===== src/rtl/player_pkg.sv =====
// Shared player types and default game constants, used by the hit detector,
// player movement logic and score display.
package player_pkg;

    typedef enum logic [1:0] {
        HIT_ARMED,
        HIT_GRACE,
        HIT_OVER
    } hit_state_t;

    localparam int unsigned PLAYER_NUM_OBJ      = 4;
    localparam int unsigned PLAYER_LIVES        = 3;
    localparam int unsigned PLAYER_GRACE_FRAMES = 30;

endpackage


===== src/rtl/frame_overlap_accum.sv =====
// Accumulates player/obstacle pixel overlaps over one frame; the registered result
// describes the frame just closed when startOfFrame arrives.
module frame_overlap_accum
    import player_pkg::*;
#(
    parameter int unsigned NUM_OBJ = PLAYER_NUM_OBJ
) (
    input  logic               clk,
    input  logic               resetN,
    input  logic               startOfFrame,
    input  logic               draw_player,
    input  logic [NUM_OBJ-1:0] draw_obj,
    input  logic [NUM_OBJ-1:0] obj_enable,
    output logic               hit_seen,
    output logic [NUM_OBJ-1:0] hit_mask
);

    logic [NUM_OBJ-1:0] overlap;
    logic               hit_seen_q;
    logic [NUM_OBJ-1:0] hit_mask_q;

    assign overlap = draw_obj & obj_enable & {NUM_OBJ{draw_player}};

    // The pixel on the startOfFrame cycle already belongs to the new frame.
    always_ff @(posedge clk) begin
        if (!resetN) begin
            hit_seen_q <= 1'b0;
            hit_mask_q <= '0;
        end else if (startOfFrame) begin
            hit_seen_q <= |overlap;
            hit_mask_q <= overlap;
        end else if (|overlap) begin
            hit_seen_q <= 1'b1;
            hit_mask_q <= hit_mask_q | overlap;
        end
    end

    assign hit_seen = hit_seen_q;
    assign hit_mask = hit_mask_q;

endmodule


===== src/rtl/player_hit_detector.sv =====
// Frame-based player collision detector: counts hits, tracks lives, runs a
// post-hit grace window and a sticky game-over.
module player_hit_detector
    import player_pkg::*;
#(
    parameter int unsigned NUM_OBJ      = PLAYER_NUM_OBJ,
    parameter int unsigned LIVES        = PLAYER_LIVES,
    parameter int unsigned GRACE_FRAMES = PLAYER_GRACE_FRAMES,
    localparam int unsigned IdW         = (NUM_OBJ > 1) ? $clog2(NUM_OBJ) : 1,
    localparam int unsigned LivesW      = $clog2(LIVES + 1),
    localparam int unsigned GraceW      = (GRACE_FRAMES > 1) ? $clog2(GRACE_FRAMES) : 1
) (
    input  logic               clk,
    input  logic               resetN,
    input  logic               startOfFrame,
    input  logic               draw_player,
    input  logic [NUM_OBJ-1:0] draw_obj,
    input  logic [NUM_OBJ-1:0] obj_enable,
    input  logic               god_mode,
    output logic               collision,
    output logic [IdW-1:0]     hit_obj_id,
    output logic [LivesW-1:0]  lives_left,
    output logic               invulnerable,
    output logic               game_over
);

    logic               hit_seen;
    logic [NUM_OBJ-1:0] hit_mask;
    logic [IdW-1:0]     lowest_id;

    hit_state_t         state_q, state_d;
    logic [LivesW-1:0]  lives_q, lives_d;
    logic [GraceW-1:0]  grace_q, grace_d;
    logic               collision_q, collision_d;
    logic [IdW-1:0]     hit_obj_id_q, hit_obj_id_d;
    logic               invul_q;
    logic               over_q;

    frame_overlap_accum #(
        .NUM_OBJ (NUM_OBJ)
    ) u_accum (
        .clk          (clk),
        .resetN       (resetN),
        .startOfFrame (startOfFrame),
        .draw_player  (draw_player),
        .draw_obj     (draw_obj),
        .obj_enable   (obj_enable),
        .hit_seen     (hit_seen),
        .hit_mask     (hit_mask)
    );

    // Lowest-index obstacle wins when several hit in the same frame.
    always_comb begin
        lowest_id = '0;
        for (int i = NUM_OBJ - 1; i >= 0; i--) begin
            if (hit_mask[i]) begin
                lowest_id = IdW'(i);
            end
        end
    end

    always_comb begin
        state_d      = state_q;
        lives_d      = lives_q;
        grace_d      = grace_q;
        collision_d  = 1'b0;
        hit_obj_id_d = hit_obj_id_q;
        if (startOfFrame) begin
            case (state_q)
                HIT_ARMED: begin
                    if (hit_seen && !god_mode && (lives_q != '0)) begin
                        collision_d  = 1'b1;
                        hit_obj_id_d = lowest_id;
                        lives_d      = lives_q - LivesW'(1);
                        if (lives_q == LivesW'(1)) begin
                            state_d = HIT_OVER;
                        end else begin
                            state_d = HIT_GRACE;
                            grace_d = GraceW'(GRACE_FRAMES - 1);
                        end
                    end
                end
                HIT_GRACE: begin
                    if (grace_q == '0) begin
                        state_d = HIT_ARMED;
                    end else begin
                        grace_d = grace_q - GraceW'(1);
                    end
                end
                HIT_OVER: begin
                    state_d = HIT_OVER;
                end
                default: begin
                    state_d = HIT_ARMED;
                end
            endcase
        end
    end

    always_ff @(posedge clk) begin
        if (!resetN) begin
            state_q      <= HIT_ARMED;
            lives_q      <= LivesW'(LIVES);
            grace_q      <= '0;
            collision_q  <= 1'b0;
            hit_obj_id_q <= '0;
            invul_q      <= 1'b0;
            over_q       <= 1'b0;
        end else begin
            state_q      <= state_d;
            lives_q      <= lives_d;
            grace_q      <= grace_d;
            collision_q  <= collision_d;
            hit_obj_id_q <= hit_obj_id_d;
            invul_q      <= (state_d == HIT_GRACE);
            over_q       <= (state_d == HIT_OVER);
        end
    end

    assign collision    = collision_q;
    assign hit_obj_id   = hit_obj_id_q;
    assign lives_left   = lives_q;
    assign invulnerable = invul_q;
    assign game_over    = over_q;

endmodule


===== config.mk =====
export PLATFORM = sky130hd
export DESIGN_NAME = player_hit_detector
export DESIGN_NICKNAME = d
export VERILOG_FILES = /design/src/rtl/player_pkg.sv /design/src/rtl/frame_overlap_accum.sv /design/src/rtl/player_hit_detector.sv
export SDC_FILE = /design/constraint.sdc
export NUM_CORES = 1
export LEC_CHECK = 0
export ABC_AREA = 1
export CAP_MARGIN = 15
export CORE_MARGIN = 3
export CORE_UTILIZATION = 49
export DETAILED_ROUTE_END_ITERATION = 16
export PLACE_DENSITY = 0.83
export SLEW_MARGIN = 20
export SYNTH_ARGS = -nofsm -noshare
export SYNTH_HDL_FRONTEND = slang
export SYNTH_SLANG_ARGS = --single-unit

===== constraint.sdc =====
create_clock -name clk -period 1.68 [get_ports clk]
set_clock_uncertainty 0.2 [all_clocks]
set_input_delay 0.336 -clock clk [delete_from_list [all_inputs] [get_ports clk]]
set_output_delay 0.336 -clock clk [all_outputs]
set_load 0.05 [all_outputs]

; Word-level counts from Yosys, hierarchy flattened
; Index checks and enable logic that the tools add are counted.
[op_classes]
mux = 18
reduce_logical = 12
bitwise_logic = 3
add_sub_neg = 2
n_eq_ne = 8
[ops]
columns = operator, n
row1 = $mux 2, 8
row2 = $mux 5, 3
row3 = $pmux 5 s2, 1
row4 = $and 4x4->4, 2
row5 = $mux 4, 2
row6 = $eq 2x1->1 const B, 3
row7 = $ne 2x2->1 const B, 3
row8 = $pmux 2 s3, 1
row9 = $reduce_and 3->1, 2
row10 = $reduce_bool 2->1, 3
row11 = $logic_not 5->1, 1
row12 = $reduce_and 5->1, 1
row13 = $sub 5x1->5 const B, 1
row14 = $eq 2x2->1 const B, 2
row15 = $or 4x4->4, 1
row16 = $reduce_or 4->1, 1
row17 = $mux 1, 3
row18 = $logic_and 1x1->1, 2
row19 = $logic_not 2->1, 1
row20 = $sub 2x1->2 const B, 1
row21 = $logic_not 1->1, 1
[word_totals]
inputBits = 13
output_inout_bits = 7
wordCells = 52
ff_bits = 19

; Depth between registers and ports, before layout
[logic_depth]
word_depth = 7
depth_mapped = 10
ltp_nobuf = 10

; By module
; From an unflattened synthesis, not the netlist that was laid out.
[hier_totals]
hier_cells = 133
hier_area_um2 = 938.4
[modules_own_cells]
columns = module, n_inst, seq_area_each_um2, area_per_inst_um2, cells_each
row1 = player_hit_detector, 1, 280.3, 755.7, 109
row2 = frame_overlap_accum, 1, 100.1, 182.7, 24

; Worst setup path before layout
; Ideal clock, no wire load.
[synth_path]
path_kind = flip-flop to flip-flop
startpoint = reg lives_q[0], in the netlist lives_left[0]
endpoint = reg lives_q[0], in the netlist lives_left[0]
n_path_buf = 0
setup_time_ps = 145
arrival_ps = 1547
required_ps = 1335
slack_ps = -212
stages_incl_launch_ff = 9
path_cell_list = dfxtp_1 > inv_1 > ha_1 > inv_1 > nand2_1 > nor2_1 > nand3_2 > a21oi_1 > o21ai_0
[synth_between]
elab_chain_len = 3
[synth_lines]
columns = element, line_no
row1 = start: declaration, player_hit_detector.sv:32  ; logic [LivesW-1:0] lives_q, lives_d;
row2 = start signal: assignment, player_hit_detector.sv:103  ; lives_q <= LivesW'(LIVES);
row3 = start signal: assignment, player_hit_detector.sv:111  ; lives_q <= lives_d;
row4 = $reduce_bool 2->1, player_hit_detector.sv:71  ; if (hit_seen && !god_mode && (lives_q != '0)) begin
row5 = $logic_and 1x1->1, player_hit_detector.sv:71
row6 = $reduce_and 3->1 (no source line), --
; Several ways; a longest one is shown, not always the timed one.
; A chain may end at the register's enable or synchronous reset.

; Worst setup path after layout
[layout_path]
startpoint = reg lives_q[1], in the netlist lives_left[1]
endpoint = reg lives_q[0], in the netlist lives_left[0]
[layout_between]
elab_chain_len = 3
[layout_lines]
columns = element, line_no
row1 = $reduce_bool 2->1, player_hit_detector.sv:71
row2 = $logic_and 1x1->1, player_hit_detector.sv:71
row3 = $reduce_and 3->1 (no source line), --
; No other way between the ends.

==> results.py <==
metrics = {
    "place": {
        "placed_area_um2": 1260,
        "dp_cells": 181,
        "dp_hpwl_um": 1580,
        "place_congestion": 0.787,
        "io_buffers": 19,
    },
    "die": {
        "core_um2": 1780,
        "die_h_um": 50.0,
        "rows": 15,
        "dieArea_um2": 2500,
        "initial_core_util_pct": 53.2,
        "chipWidth_um": 50.0,
        "ioPinCount": 20,
    },
    "worst_hold_path": {
        "hold_class": "flip-flop to flip-flop",
    },
    "pwr": {
        "cellLeakagePower_uw": 0.000607,
        "power.total_uw": 909,
        "max-vdd-ir-drop_mv": 0.630,
        "p_per_area_nw_per_um2": 686,
    },
    "critical_path": {
        "cpLargestDelayFamily": "flip-flops",
        "cpMaxStageDelayCell": "dfxtp_4",
        "crit_chain": "inv_1, ha_1, inv_1, nand2_2, nor2_4, nand3_4, a21oi_2, o21ai_0",
        "cp_common_cell": "inv_1",
        "cp.arrival_ns": 1.64,
        "max_stage_delay_ns": 0.39,
        "critPathMaxFanout": 8,
        "worstSetupStartpointType": "flip-flop",
        "rrSetupSlack_ns": 0.03,
        "required_ns": 1.67,
        "setup.worst_path.end_class": "flip-flop",
        "cp_num_buf_inv": 2,
        "crit_type": "flip-flop to flip-flop",
    },
    "detailed_routing": {
        "wl_met1_um": 822,
        "wl_met2_um": 1080,
        "drc": 0,
        "wl_per_cell_um": 11.0,
        "wl_met3_um": 112,
        "drt-pass1-iter-count": 4,
        "drt_wl_total_um": 2050,
        "via_per_inst": 4.95,
        "drtIter0Drc": 17,
        "top_layer": "met4",
        "via_count": 920,
        "ant_nets": 0,
    },
    "sta": {
        "hold_slack_ns": 0.288,
        "layout_min_cycle_time_ns": 1.65,
        "setup_violations": 0,
        "drv_slew": 0,
        "rsz0062_at_grt": "true",
        "slew_headroom_pct": 80.0,
        "fmax_ghz": 0.606,
        "finalHoldViolCount": 0,
        "fin_crit_sh_pct": 98.3,
        "tightest_slew_ns": 0.299,
    },
    "yosys": {
        "ys_seq_area_share_pct": 40.1,
        "syn_inst": 135,
        "syn-num-nets": 151,
        "yosysWarningCount": 0,
        "yosysUniqueCellTypes": 20,
        "ys_ff_latch": 19,
        "synth_area_per_cell_um2": 7.03,
        "syn_area_um2": 948,
    },
    "grt": {
        "overflow": 0,
        "grt_pass1_vias": 888,
        "antenna_found_initial": 0,
        "grtUsageTotal_pct": 18.5,
        "grt_pass1_wl_um": 3550,
        "grt_max_degree": 12,
    },
    "cts": {
        "h-tree-depth": 1,
        "clk_latency_ns": 0.31,
        "clkSinkCount": 19,
        "cts_tree": "done",
        "cts_buffers": 3,
        "cts.path.max_buffers": 2,
        "clkTransAtPathRegs_ns": 0.11,
        "cts_hold_buffers": 0,
        "root_buffer": "clkbuf_4",
    },
    "final_layout": {
        "fill_cells": 136,
        "final_cell_mix": "27 x nand2_1, 20 x inv_1, 17 x dfxtp_1, 16 x nor2_1, 12 x clkdlybuf4s50_1",
        "layout-drive-gt1-share_pct": 21.1,
        "area_delta_synth_final_pct": 39.7,
        "stdcell_count": 186,
        "final_common_cell": "nand2_1",
        "design_area_um2": 1330,
        "diodes": 0,
        "nets": 178,
    },
    "run_status": {
        "status": "completed",
    },
    "job": {
        "drv_cap": 0,
    },
}
## where the power goes
group	switching (µW)	leakage [µW]	total (µW)	internal [µW]
clock network	143	0.0000177	232	89.0
logic	103	0.000434	193	90.4
registers	16.5	0.000154	484	468
total	262	0.000607	909	647
## repair_timing
item | 4_1_cts | 5_1_grt
gates resized for setup | 1 | 8
pin swaps | 0 | 2
setup buffers | 0 | 1
setup endpoints to repair | 1 | 12
## per-stage QoR
| step | util [%] | worst slack [ns] | setup TNS (ns) |
|---|---|---|---|
| 6_report | 74.3 | 0.0285 | 0 |
| 3_5_place_dp | 70.6 | -0.0919 | -0.514 |
| 3_3_place_gp | 70.6 | -0.0361 | -0.186 |
| 2_1_floorplan | - | 0.00634 | 0 |
| 5_1_grt | 74.3 | -0.0975 | -0.401 |
| 4_1_cts | 72.3 | 0.0434 | 0 |
## cell families after synthesis
group	share of synthesized area (%)
AOI/OAI and AO/OA	11.5
DFF	40.1
adders and majority gates	3.96
and+or+nand+nor	34.0
buffers and inverters	10.4
## synthesized netlist by cell type
cell / n / area [µm²]
inv_1: 20 / 75.1
buf_2: 1 / 5.00
nor2_4: 1 / 11.3
a21oi_4: 1 / 16.3
nand3_2: 2 / 20.0
nand2_1: 28 / 105
or2_0: 1 / 6.26
nor2_2: 3 / 18.8
ha_1: 3 / 37.5
buf_6: 1 / 11.3
nand2_2: 2 / 12.5
nor3_1: 3 / 15.0
o21a_1: 1 / 7.51
nand3_1: 9 / 45.0
o21ai_0: 5 / 25.0
inv_2: 2 / 7.51
nand4_1: 4 / 25.0
dfxtp_1: 19 / 380
a21oi_1: 12 / 60.1
nor2_1: 17 / 63.8
## worst paths after layout
kind | from | to | depth (start not counted)
worst max-delay path | lives_left[1] | lives_left[0] | 8
worst min-delay path | u_accum.hit_mask[1] | u_accum.hit_mask[1] | 2
worst max register to register | lives_left[1] | lives_left[0] | 8
worst min register to register | u_accum.hit_mask[1] | u_accum.hit_mask[1] | 2
## worst min-delay path, delay by kind of cell (launching register included)
family,cells,cell delay (ns)
compound gates,1,0.05
flops,1,0.34
simple gates,1,0.06
## metal layers
metal / vias to the layer above / global-route usage (%)
met5: - / 0
met4: 0 / 5.99
met3: 4 / 6.95
met2: 26 / 32.4
met1: 414 / 20.2
li1: 476 / -
## sequential cells by signal, summed over array words and instances (netlist names)
signal	count
collision	1
game_over	1
grace_q	5
hit_obj_id	2
invulnerable	1
lives_left	2
state_q	2
u_accum.hit_mask	4
u_accum.hit_seen	1
## final cells by class
class	count	area, µm²	share of cell area (%)
multi-input cells	92	498	37.6
flip-flops and latches	19	388	29.3
repair buffers	24	298	22.5
inverters	22	82.6	6.23
well taps	25	31.3	2.36
clock buffers	3	22.5	1.70
clock inverters	1	5.00	0.378
No activity file was read; power rests on OpenSTA's default activity.
